--- config.mk ---
export PLATFORM = sky130hd
export DESIGN_NAME = mem_arbiter_flat
export DESIGN_NICKNAME = d
export VERILOG_FILES = /design/src/rtl/mem_arbiter_if.sv /design/src/rtl/mem_arbiter.sv /design/src/flat_wrapper.sv
export SDC_FILE = /design/constraint.sdc
export NUM_CORES = 1
export LEC_CHECK = 0
export ABC_CLOCK_PERIOD_IN_PS = 1800
export CAP_MARGIN = 15
export CORE_AREA = 2 2 105 107
export DETAILED_ROUTE_END_ITERATION = 8
export DIE_AREA = 0 0 107 109
export SYNTH_ARGS = -nofsm -noshare
export SYNTH_HDL_FRONTEND = slang
export SYNTH_SLANG_ARGS = --single-unit
--- constraint.sdc ---
create_clock -name CLK -period 1.8 [get_ports CLK]
set_input_delay 0.18 -clock CLK [delete_from_list [all_inputs] [get_ports CLK]]
set_output_delay 0.18 -clock CLK [all_outputs]
set_load 0.1 [all_outputs]
--- src/rtl/mem_arbiter_if.sv ---
// mem_arbiter_if: icache/dcache request ports and the shared RAM port of the memory arbiter.
// master is the arbiter's view; slave is the view of the caches plus RAM model.
interface mem_arbiter_if;
  logic        iREN;
  logic [31:0] iaddr;
  logic        iwait;
  logic [31:0] iload;
  logic        dREN;
  logic        dWEN;
  logic [31:0] daddr;
  logic [31:0] dstore;
  logic        dwait;
  logic [31:0] dload;
  logic        ramREN;
  logic        ramWEN;
  logic [31:0] ramaddr;
  logic [31:0] ramstore;
  logic [31:0] ramload;
  logic [1:0]  ramstate;
  modport master (
    input  iREN, iaddr, dREN, dWEN, daddr, dstore, ramload, ramstate,
    output iwait, iload, dwait, dload, ramREN, ramWEN, ramaddr, ramstore
  );
  modport slave (
    output iREN, iaddr, dREN, dWEN, daddr, dstore, ramload, ramstate,
    input  iwait, iload, dwait, dload, ramREN, ramWEN, ramaddr, ramstore
  );
endinterface

--- src/rtl/mem_arbiter.sv ---
// mem_arbiter: shares one RAM port between icache and dcache, dcache first with an icache starvation limit.
// Define MEM_ARBITER_STATS_EN to add per-side completed-access counters.
module mem_arbiter #(
  parameter int STARVE_LIMIT = 4
) (
  input  logic          CLK,
  input  logic          RST,
  mem_arbiter_if.master bus
`ifdef MEM_ARBITER_STATS_EN
  ,
  output logic [31:0]   stat_dgrants,
  output logic [31:0]   stat_igrants
`endif
);
  localparam int CW = $clog2(STARVE_LIMIT) + 1;
  typedef enum logic [1:0] {IDLE, DGRANT, IGRANT} state_t;
  state_t state_q, state_d;
  logic [CW-1:0] starve_q, starve_d;
  logic dreq, access, dg, ig, d_done, i_done, starved, starve_next;
  assign dreq        = bus.dREN | bus.dWEN;
  assign access      = bus.ramstate == 2'd2;
  assign dg          = state_q == DGRANT;
  assign ig          = state_q == IGRANT;
  assign d_done      = dg & access;
  assign i_done      = ig & access;
  assign starved     = int'(starve_q) >= STARVE_LIMIT;
  assign starve_next = int'(starve_q) + 1 >= STARVE_LIMIT;
  always_comb begin
    state_d = IDLE;
    case (state_q)
      IDLE:    state_d = dreq && !(bus.iREN && starved) ? DGRANT : bus.iREN ? IGRANT : IDLE;
      DGRANT:  state_d = access ? (bus.iREN && starve_next ? IGRANT : dreq ? DGRANT : IDLE)
                                : dreq ? DGRANT : IDLE;
      IGRANT:  state_d = access ? (dreq ? DGRANT : bus.iREN ? IGRANT : IDLE)
                                : bus.iREN ? IGRANT : IDLE;
      default: state_d = IDLE;
    endcase
  end
  // counts dcache completions that an icache request has sat through; saturates
  always_comb begin
    starve_d = (!bus.iREN || i_done) ? '0 : (d_done && starve_q != '1) ? starve_q + 1'b1 : starve_q;
  end
  always_ff @(posedge CLK or posedge RST) begin
    if (RST) begin
      state_q  <= IDLE;
      starve_q <= '0;
    end else begin
      state_q  <= state_d;
      starve_q <= starve_d;
    end
  end
  always_comb begin
    bus.ramaddr  = dg ? bus.daddr : ig ? bus.iaddr : '0;
    bus.ramstore = dg ? bus.dstore : '0;
    bus.ramWEN   = dg & bus.dWEN;
    bus.ramREN   = dg ? bus.dREN & ~bus.dWEN : ig & bus.iREN;
    bus.dload    = dg ? bus.ramload : '0;
    bus.iload    = ig ? bus.ramload : '0;
    bus.dwait    = dg ? ~access : dreq;
    bus.iwait    = dg | (ig ? ~access : bus.iREN);
  end
`ifdef MEM_ARBITER_STATS_EN
  logic [31:0] dgrants_q, dgrants_d, igrants_q, igrants_d;
  always_comb begin
    dgrants_d = dgrants_q + 32'(d_done);
    igrants_d = igrants_q + 32'(i_done);
  end
  always_ff @(posedge CLK or posedge RST) begin
    if (RST) begin
      dgrants_q <= '0;
      igrants_q <= '0;
    end else begin
      dgrants_q <= dgrants_d;
      igrants_q <= igrants_d;
    end
  end
  assign stat_dgrants = dgrants_q;
  assign stat_igrants = igrants_q;
`endif
endmodule

--- src/flat_wrapper.sv ---
// flat-port wrapper written by rule: the top's interface ports become plain ports
module mem_arbiter_flat 
#(
  parameter int STARVE_LIMIT = 4
)
  (CLK, RST, bus_iREN, bus_iaddr, bus_dREN, bus_dWEN, bus_daddr, bus_dstore, bus_ramload, bus_ramstate, bus_iwait, bus_iload, bus_dwait, bus_dload, bus_ramREN, bus_ramWEN, bus_ramaddr, bus_ramstore);
  mem_arbiter_if bus_i ();
  input  logic CLK;
  input  logic RST;
  input wire logic [$bits(bus_i.iREN)-1:0] bus_iREN;
  input wire logic [$bits(bus_i.iaddr)-1:0] bus_iaddr;
  input wire logic [$bits(bus_i.dREN)-1:0] bus_dREN;
  input wire logic [$bits(bus_i.dWEN)-1:0] bus_dWEN;
  input wire logic [$bits(bus_i.daddr)-1:0] bus_daddr;
  input wire logic [$bits(bus_i.dstore)-1:0] bus_dstore;
  input wire logic [$bits(bus_i.ramload)-1:0] bus_ramload;
  input wire logic [$bits(bus_i.ramstate)-1:0] bus_ramstate;
  output wire logic [$bits(bus_i.iwait)-1:0] bus_iwait;
  output wire logic [$bits(bus_i.iload)-1:0] bus_iload;
  output wire logic [$bits(bus_i.dwait)-1:0] bus_dwait;
  output wire logic [$bits(bus_i.dload)-1:0] bus_dload;
  output wire logic [$bits(bus_i.ramREN)-1:0] bus_ramREN;
  output wire logic [$bits(bus_i.ramWEN)-1:0] bus_ramWEN;
  output wire logic [$bits(bus_i.ramaddr)-1:0] bus_ramaddr;
  output wire logic [$bits(bus_i.ramstore)-1:0] bus_ramstore;
  assign bus_i.iREN = bus_iREN;
  assign bus_i.iaddr = bus_iaddr;
  assign bus_i.dREN = bus_dREN;
  assign bus_i.dWEN = bus_dWEN;
  assign bus_i.daddr = bus_daddr;
  assign bus_i.dstore = bus_dstore;
  assign bus_i.ramload = bus_ramload;
  assign bus_i.ramstate = bus_ramstate;
  assign bus_iwait = bus_i.iwait;
  assign bus_iload = bus_i.iload;
  assign bus_dwait = bus_i.dwait;
  assign bus_dload = bus_i.dload;
  assign bus_ramREN = bus_i.ramREN;
  assign bus_ramWEN = bus_i.ramWEN;
  assign bus_ramaddr = bus_i.ramaddr;
  assign bus_ramstore = bus_i.ramstore;
  mem_arbiter #(.STARVE_LIMIT(STARVE_LIMIT)) u_core (.CLK(CLK), .RST(RST), .bus(bus_i));
endmodule
Word-level counts from Yosys, hierarchy flattened --
Index checks and enable logic that the tools add are counted.
Storage, ports and cells: register bits 5, input port bits 135, output and inout bits 132
Operators by class: add/subtract/negate cells 2, magnitude comparators 2, equality and inequality tests 4, multiplexer cells 18, bitwise gates (word level) 9, reductions and logical operators 9
Operator list (count):
- $mux W32 | 5
- $ge A32 B4 Y1 const B | 1
- $mux W2 | 6
- $mux W3 | 2
- $pmux W2 S3 | 1
- $and A1 B1 Y1 | 5
- $add A3 B1 Y4 const B | 1
- $eq A2 B2 Y1 const B | 2
- $logic_and A1 B1 Y1 | 4
- $mux W1 | 4
- $add A3 B1 Y3 const B | 1
- $ge A3 B3 Y1 const B | 1
- $ne A3 B3 Y1 const B | 1
- $eq A2 B1 Y1 const B | 1
- $logic_not A1 Y1 | 2
- $logic_not A2 Y1 | 1
- $not A1 Y1 | 2
- $or A1 B1 Y1 | 2
- $reduce_bool A2 Y1 | 1
- $logic_or A1 B1 Y1 | 1

Depth between registers and ports, before layout --
depth in word-level cells 6, depth in mapped cells 5

Least setup slack after synthesis --
No wires, ideal clock.
path type register to output, start register u_core.state_q[0], end output bus_ramREN, arrival time 1.712 ns, setup slack -0.092 ns, stages on the path, launching flop included 5, path through dfrtp_1 > nor2b_1 > buf_2 > buf_4 > a32o_1
Between the ends: word-level cells in the longest chain between the ends 3
Ends and longest elaborated chain:
- from (decl) | RTL line mem_arbiter.sv:17 | state_t state_q, state_d;
- from (signal assigned) | RTL line mem_arbiter.sv:48 | state_q <= state_d;
- $eq A2 B2 Y1 | RTL line mem_arbiter.sv:23 | assign ig = state_q == IGRANT;
- $and A1 B1 Y1 | RTL line mem_arbiter.sv:56 | bus.ramREN = dg ? bus.dREN & ~bus.dWEN : ig & bus.iREN;
- $mux W1 * | RTL line mem_arbiter.sv:56
- to (decl) | RTL line flat_wrapper.sv:22 | output wire logic [$bits(bus_i.ramREN)-1:0] bus_ramREN;
Every way passes the cells marked *; elsewhere a longest branch is shown, timed or not.

Final worst setup path --
start register u_core.state_q[0], end output bus_iwait
Between the ends: word-level cells in the longest chain between the ends 3
Ends and longest elaborated chain:
- $eq A2 B2 Y1 | RTL line mem_arbiter.sv:23
- $mux W1 | RTL line mem_arbiter.sv:60 | bus.iwait = dg | (ig ? ~access : bus.iREN);
- $or A1 B1 Y1 * | RTL line mem_arbiter.sv:60
- to (decl) | RTL line flat_wrapper.sv:18 | output wire logic [$bits(bus_i.iwait)-1:0] bus_iwait;
Marks and branches as above.

==> impl_results.md <==
- Status: finished, final reports clean
- Yosys Warn Count: 0
- WP buf/inv: 3
- CTS tree: done
- PwrDens: ~510 nW/um^2
- Layout area overhead: 330%
- Total congestion overflow: 0
- Row count: 38
- Die Y-Extent: roughly 110 um
- DRC violations left: 0
- Clock Latency Late Sink: about 0.23 ns
- Starting Density: approximately an eighth
- Setup TNS: 0 ns
- Count leader, synth: and2_1
- CP Data Arrival Time: around 1.6 ns
- Final max-slew violation count: 0
- # diodes: 0
- Layout fillers: around 900
- DRT Wirelength: between 10 and 15 mm
- Sequential fraction of the synthesis area: 9.18%
- Total power draw: between 3 and 4 mW
- Max Fclk: roughly 570 MHz
- Drt pass-1 iters: 6
- I/O pin total: about 270
- Synth Area in Compound Gates: around 28%
- Clk sinks: 5
- Clk slew on worst S/H paths: roughly 0.04 ns
- Cts bufs inserted: 3
- Most frequent CP cell: buf_12
- I/O Buffers: 266
- Storage cell area: ~130 um^2
- Sequential Power Share: roughly 4.0%
- Data required, critical path: 1.62 ns
- #FFs+latches synth: 5
- Worst Tran Pin Value: about 0.24 ns
- Mux contribution to synthesized area: about 1.5%
- Post-synth top area share: roughly 45%
- Min Tclk post-route: 1.75 ns
- Syn avg cell area: approximately 7.3 um^2
- HP Class: input pin to asynchronous set/reset pin
- Clk buf depth: 2
- Post-Syn Nets: 324
- Crit path largest cell delay: roughly 0.39 ns
- Synth Cell Area: around 1400 um^2
- Synth cell types: 27
- CP Cell Sequence: nor2b_4 -> buf_12 -> clkbuf_16 -> o31a_2 -> buf_12
- Int Power: between 1 and 1.5 mW
- Iter 0 DRT Violations: between 70 and 80
- Total core area: approximately 11000 um^2
- Lkg Pwr: between 2 and 2.5 nW
- First-pass GRT wire length: ~14 mm
- GP Congestion: 0.817
- Logic gate share of total power: between 80% and 90%
- Reg-to-reg slack, setup: ~0.27 ns
- Switching share of power: 55.3%
- Final layout net count: between 500 and 600
- Cell family with the largest share of critical-path delay: buffers and inverters
- Cell count after synthesis: ~190
- Root Driver: clkbuf_8
- Fin crit share: 97.5%
- Reg2reg end: u_core.state_q[0]$_DFF_PP0_
- P_sw: 1.66 mW
- Post-Synth Simple-Gate Area: about half
- HPWL Detailed: 8.80 mm
- Antenna violations before repair: 0
- Number of setup violations in the final report: 0
- VDD IR max: between 0.2 and 0.25 mV
- Via count: ~2400
- Die area: between 10000 and 15000 um^2
- Clk network pwr share: 7.4%
- Hold slack: about 0.16 ns
- All-layer global routing usage: between 10% and 20%
- Xor-xnor portion of the synthesized cell area: 0%
- Layout cell share with drive strength beyond 1: approximately 63%
- Post-synth top area cell: and2_1
- Final Skew: roughly 0.0012 ns
- Adder-Cell Fraction of Synth Area: under 10%
- Startpoint types: register
- Unrepaired setup endpoints after global routing: false
- Hold Vio Cnt, Final: 0
- Main combinational cell family by area after synthesis: simple AND/OR/NAND/NOR gates
- Max FO, Critical Path: 20
- Multi-input gate area in the final layout: 1320 um^2
- Vias in the first global route: ~2300
- Relative slew slack: between 80% and 90%
- CP endpoint kind: output port
- Worst r2r src: u_core.starve_q[0]$_DFFE_PP0P_
- Top cells by count, synth: and2_1, a22o_1, buf_2
- Final ANT Viol Nets: 0
- Async SR Flop Fraction: between 90% and 100%
- Worst-case reg-to-reg path depth: 5
- Vias per std cell: between 3 and 4
- Ys flop type: dfrtp_1
- WL/cell: 18.0 um
- Top post-synthesis cells by area: and2_1, a22o_1, dfrtp_1
- EDFF count, synth: 0
- Max-Cap Viols: 0
- H-Tree Depth: 1
- Die width: approximately 110 um
- CP Class: register to output port
- CP max-delay cell: dfrtp_2
- Largest net degree at the start of global routing: 61
## layout by cell type (no fill, tap or decap), types with 2 or more instances in the layout
cell type          n
clkbuf_16          2
nor2_1             3
o21ai_0            2
a22o_2            30
nand2_1            2
o31a_2             2
dfrtp_1            3
buf_4              4
dfrtp_2            2
a22o_4             2
a21oi_1            3
clkbuf_8           3
o211ai_1           3
nor2b_4            2
inv_1              2
and2_1             2
mux2i_1            2
and2_2            95
ha_1               2
buf_12           137
nand3_1            2
clkdlybuf4s50_1  134
## worst max-delay path by stage
stage,start,to,depth (start not counted)
2_1_floorplan,u_core.state_q[1]$_DFF_PP0_,bus_iload[0],3
5_1_grt,u_core.state_q[1]$_DFF_PP0_,bus_ramaddr[6],5
6_report,u_core.state_q[0]$_DFF_PP0_,bus_iwait,5
3_3_place_gp,u_core.state_q[0]$_DFF_PP0_,bus_ramaddr[8],4
4_1_cts,u_core.state_q[0]$_DFF_PP0_,bus_ramaddr[8],4
3_5_place_dp,u_core.state_q[0]$_DFF_PP0_,bus_ramaddr[8],4
## final cells by class
cell class                      instances  area share [%]
Inverter                                2           0.128
Tap cell                              140            2.99
Timing Repair Buffer                  278            71.3
Sequential cell                         5            2.18
Clock buffer                            4           0.769
Multi-Input combinational cell        161            22.6
## power by group through the flow
stage                     registers (mW)  clock network (mW)  logic (mW)
final                              0.120               0.223        2.66
after global routing               0.121               0.230        2.72
after CTS                          0.123               0.223        2.63
after detailed placement           0.124                   0        2.62
after global placement             0.124                   0        2.60
after floorplan                    0.122                   0        1.48
## per-layer routing
layer  routed length, um  part of all wire [%]  GRT usage (%)  up-vias
li1                    -                     -              -     1171
met1                4280                    40           20.4     1094
met2                5760                    54           29.0       89
met3                 529                   5.0           2.45        5
met4                  76                  0.71           2.04        0
met5                   0                     0              0        -
## state kept, by name (all words and copies together) (netlist names)
register         count
u_core.state_q       2
u_core.starve_q      3
## stage by stage
step                      cell area [um^2]  std cells  utilization, %  setup WS [ns]
after global routing                  5850        590            55.2        0.00418
after detailed placement              5690        579            53.6          0.187
after CTS                             5740        583            54.1         0.0273
after floorplan                       1530        187               -         0.0371
final                                 5850        590            55.2         0.0455
after global placement                5690        579            53.6          0.220
## repair_timing
action                     4_1_cts  5_1_grt
cloned                           0        3
resized for setup                2        2
hold buffers                     0        0
setup buffers                    0        4
setup endpoints to repair       62       43
## kinds of logic (layout without fill, tap and decap cells)
family                     Yosys count  count (layout)
and+or+nand+nor                    111             111
AOI/OAI and AO/OA                   46              46
buffers and inverters               21             284
DFF                                  5               5
adders and majority gates            2               2
muxes                                2               2
No activity file was read; power rests on OpenSTA's default activity.
